===== src/rtl/preif_fetch_ctrl.sv =====
// rtl/preif_fetch_ctrl.sv - pre-IF fetch sequencer; define PC_ALIGN_CHECK_EN to report misaligned PCs via if_adel
module preif_fetch_ctrl #(
  parameter logic [31:0] RST_PC  = 32'hBFC0_0000,
  parameter logic [31:0] PC_STEP = 32'd4
) (
  input  logic        clk,
  input  logic        rst,
  input  logic [31:0] PREIF_PC,
  output logic        PREIF_Wr,
  output logic [31:0] PREIF_NPC,
  input  logic        redirect_valid,
  input  logic [31:0] redirect_pc,
  output logic        icache_req_valid,
  input  logic        icache_req_ready,
  output logic [31:0] icache_req_addr,
  input  logic        icache_rsp_valid,
  input  logic [31:0] icache_rsp_data,
  output logic        if_valid,
  input  logic        if_ready,
  output logic [31:0] if_pc,
  output logic [31:0] if_instr,
  output logic        if_adel
);

  typedef enum logic [1:0] {IDLE, REQ, WAIT, DISCARD} state_t;

  state_t      state;
  state_t      state_nxt;
  logic [31:0] req_pc;
  logic        can_load;
  logic        misaligned;
  logic        req_fire;
  logic        load_rsp;
  logic        load_adel;

  // The IF register can take a new word when it is empty or being drained this cycle.
  assign can_load = !if_valid || if_ready;

`ifdef PC_ALIGN_CHECK_EN
  assign misaligned = (PREIF_PC[1:0] != 2'b00);
`else
  assign misaligned = 1'b0;
`endif

  // Request depends only on state and the IF register, never on redirect_valid.
  assign icache_req_valid = (state == REQ) && can_load && !misaligned;
  assign icache_req_addr  = PREIF_PC;
  assign req_fire         = icache_req_valid && icache_req_ready;

  // Next-state, PC update and IF-load decode; redirect overrides everything.
  always_comb begin
    state_nxt = state;
    PREIF_Wr  = 1'b0;
    PREIF_NPC = PREIF_PC + PC_STEP;
    load_rsp  = 1'b0;
    load_adel = 1'b0;
    case (state)
      IDLE: state_nxt = REQ;
      REQ: begin
        if (req_fire) begin
          PREIF_Wr  = 1'b1;
          state_nxt = WAIT;
        end
        load_adel = misaligned && can_load;
      end
      WAIT: begin
        if (icache_rsp_valid) begin
          load_rsp  = 1'b1;
          state_nxt = REQ;
        end
      end
      DISCARD: begin
        if (icache_rsp_valid) state_nxt = REQ;
      end
      default: state_nxt = IDLE;
    endcase
    if (redirect_valid) begin
      PREIF_Wr  = 1'b1;
      PREIF_NPC = redirect_pc;
      load_rsp  = 1'b0;
      load_adel = 1'b0;
      case (state)
        REQ:           state_nxt = req_fire ? DISCARD : REQ;
        WAIT, DISCARD: state_nxt = icache_rsp_valid ? REQ : DISCARD;
        default:       state_nxt = REQ;
      endcase
    end
  end

  // FSM state register.
  always_ff @(posedge clk) begin
    if (rst) state <= IDLE;
    else     state <= state_nxt;
  end

  // Remember the fetched PC: PREIF_PC has already advanced when the response returns.
  always_ff @(posedge clk) begin
    if (rst)           req_pc <= RST_PC;
    else if (req_fire) req_pc <= PREIF_PC;
  end

  // IF output register: flush on redirect, load on response or address error, drain on accept.
  always_ff @(posedge clk) begin
    if (rst) begin
      if_valid <= 1'b0;
      if_pc    <= RST_PC;
      if_instr <= 32'h0;
      if_adel  <= 1'b0;
    end else if (redirect_valid) begin
      if_valid <= 1'b0;
    end else if (load_rsp) begin
      if_valid <= 1'b1;
      if_pc    <= req_pc;
      if_instr <= icache_rsp_data;
      if_adel  <= 1'b0;
    end else if (load_adel) begin
      if_valid <= 1'b1;
      if_pc    <= PREIF_PC;
      if_instr <= 32'h0;
      if_adel  <= 1'b1;
    end else if (if_ready) begin
      if_valid <= 1'b0;
    end
  end

endmodule


===== config.mk =====
export PLATFORM = sky130hd
export DESIGN_NAME = preif_fetch_ctrl
export DESIGN_NICKNAME = d
export VERILOG_FILES = /design/src/rtl/preif_fetch_ctrl.sv
export SDC_FILE = /design/constraint.sdc
export NUM_CORES = 1
export LEC_CHECK = 0
export CORE_MARGIN = 4
export CORE_UTILIZATION = 44
export DETAILED_ROUTE_END_ITERATION = 10
export PLACE_DENSITY = 0.87
export SETUP_SLACK_MARGIN = 0.02
export SYNTH_ARGS = -nofsm -noshare
export SYNTH_HDL_FRONTEND = slang
export SYNTH_SLANG_ARGS = --single-unit

===== constraint.sdc =====
create_clock -name clk -period 6 [get_ports clk]
set_clock_uncertainty 0.2 [all_clocks]
set_input_delay 0.9 -clock clk [delete_from_list [all_inputs] [get_ports clk]]
set_output_delay 0.9 -clock clk [all_outputs]
set_load 0.005 [all_outputs]

==> flow_summary.toml <==
[clock_network]
clock_latency_ns = 0.35
ctsResizeCount = 0
cts_tree = "done"
numClockSinks = 99
clockBufferDepth = 2
cts_made_buffers = 9
cts-root-buf = "clkbuf_8"
clkTransAtPathRegs_ns = 0.09
cts_hold_buf = 0
cts_setup_buffers = 0
htreeDepth = 3

[sta]
finalHoldViolations = 0
tightest_slew_ns = 1.21
fin_crit_ns = 4.70
setup_viol = 0
grt_setup_unrepaired = "false"
slew_headroom_pct = 19.0
fin_tns_setup_ns = 0
min_period_over_period_pct = 78.3
maxSlewViolCount = 0
clock.fmax_mhz = 213

[setup_path]
r2r-end = "req_pc[2]"
endpoint_kind = "output port"
crit_start = "PREIF_PC[2]"
timing.rr.start = "if_valid"
crit_arrival_ns = 3.60
r2r_slack_ns = 3.84
path_max_fanout = 7
crit_path_end = "PREIF_NPC[28]"
r2r_cells = 4
worstSetupPathType = "in2out"
start_kind = "primary input"
crit_required_ns = 4.90

[yosys]
yosysSeqAreaShare_pct = 41.9
yosys_warnings = 0
yosys.area.top_type = "dfxtp_1"
synth_edf_count = 0
netlist_area_mm2 = 0.00473
ys_async_sr_fraction_pct = 0
ys.flop_type = "dfxtp_1"
ys_ff_latch = 99
synth_area_leaders = "dfxtp_1, nand2_1, a21oi_1"
synthCells = 629
avgSynthCellArea_um2 = 7.52
synth_top_area_share_pct = 41.9
syn_nets = 732
synthDistinctLibCells = 45

[routing]
wl_per_cell_um = 16.7
wirelength_um = 15600
vias_per_cell = 5.35
drt-initial-drc-count = 437
first_pass_iters = 5
final_antenna_net_count = 0
routed-via-count = 5021
drc = 0

[die]
core_mm2 = 0.0104
fp.dieH_um = 112
io_pins = 234
start_util_pct = 45.4
rows = 37
fp.dieW_um = 112
die-area_mm2 = 0.0125

[pwr]
power_mw = 1.34
total_leakage_power_nw = 2.45
p_per_area_mw_per_mm2 = 191
ir_drop_v = 0.000132

[run]
drv_cap = 0

[status]
status = "complete, no violations"

[finish]
area_delta_synth_final_pct = 48.0
fillers = 889
layout.nets = 902
multi_input_area_mm2 = 0.00228
final_layout_size_suffix_gt1_share_pct = 3.99
n_antenna_cell = 0
register_area_mm2 = 0.00198
post-route-util_pct = 67.2

[global_routing]
grt_pass1_vias = 5024
grt_first_pass_wirelength_um = 24800
track_usage_pct = 23.9
grt_overflow = 0
antenna_found_initial = 0
grt_max_degree = 100

[hold_path]
hold_path_class = "reg2reg"

[placement]
finalWeightedCongestion = 0.910
place_hpwl_um = 11700
io_buffers = 232
==> worst max-delay path: stages <==
cell,delay [ns]
clkdlybuf4s50_1,0.59
ha_1,0.24
and3_1,0.38
nand4_1,0.26
or4_1,0.48
a31oi_1,0.20
clkdlybuf4s50_1,0.53
==> cell usage in the layout, fill, tap and decap left out, types with 3 or more instances in the layout <==
master and instances:
a21oi_1 80, or4_1 11, buf_4 6, xnor2_1 4, clkbuf_8 9, o21ai_0 16
nor2_1 14, xor2_1 8, a31oi_1 12, nand4_1 8, nand3_1 12, mux2_2 3
nand3b_1 19, dfxtp_1 99, and4_1 4, o31ai_1 10, nand2b_1 5, nand2_1 213
inv_1 4, clkdlybuf4s50_1 231
==> routing by layer <==
layer / share of wire (%) / up-vias / GRT usage (%) / wire length, µm
li1: - / 2433 / - / -
met1: 39 / 2350 / 26.9 / 6130
met2: 51 / 205 / 44.0 / 8050
met3: 7.1 / 33 / 6.09 / 1110
met4: 2.2 / 0 / 7.62 / 349
met5: 0 / - / 0 / 0
==> area by class of cell <==
cell class              instances  share of cell area [%]
clock buffers                  10                    1.82
repair buffers                238                    33.8
clock inverters                 5                   0.894
flip-flops and latches         99                    28.3
well taps                     136                    2.43
multi-input cells             447                    32.6
inverters                       4                   0.215
==> cells by family after synthesis <==
logic type,share of synthesized area [%]
AO/OA/AOI/OAI,14.8
buffers and inverters,10.0
multiplexers,0.714
flip-flops,41.9
other,0.0793
adder cells (fa/ha/maj),0.264
XOR/XNOR,2.22
AND/OR/NAND/NOR,30.0
==> report_power, final <==
group | switching, mW | internal [mW] | total [mW]
registers | 0.00837 | 0.673 | 0.681
logic | 0.107 | 0.142 | 0.250
clock network | 0.216 | 0.193 | 0.408
total | 0.331 | 1.01 | 1.34
==> worst min-delay path by stage <==
stage / from / end / slack, ns / cells after the start
after global routing: req_pc[30] / if_pc[30] / 0.26 / 2
after CTS: req_pc[30] / if_pc[30] / 0.25 / 2
final: req_pc[30] / if_pc[30] / 0.25 / 2
after floorplan: req_pc[0] / if_pc[0] / 0.23 / 2
after global placement: if_instr[2] / if_instr[2] / 0.24 / 2
after detailed placement: req_pc[30] / if_pc[30] / 0.24 / 2
==> metrics by stage <==
stage | worst slack, ns | std cells | hold slack (ns) | area [µm²]
after global placement | 1.49 | 924 | 0.241 | 6810
final | 1.30 | 939 | 0.251 | 7000
after global routing | 1.14 | 939 | 0.261 | 7000
after CTS | 1.37 | 939 | 0.250 | 7000
after detailed placement | 1.37 | 924 | 0.244 | 6810
after floorplan | 2.68 | 629 | 0.232 | 4730
==> registers in the layout (all words and copies together) (netlist names) <==
signal and cells:
if_instr 32, if_pc 32, req_pc 32, state 2
if_valid 1
==> Yosys cell counts, drive strengths merged (2+ instances only) <==
master and instances:
nand2 213, dfxtp 99, a21oi 80, buf 42
clkbuf 37, nand3b 19, o21ai 16, nor2 14
a31oi 12, nand3 12, nand4 11, or4 11
o31ai 10, xor2 8, and4 5, nand2b 5
inv 4, o31a 4, xnor2 4, mux2 3
and2 2, and3 2, nor4 2
Note: power is estimated with default switching activity, not from simulation.
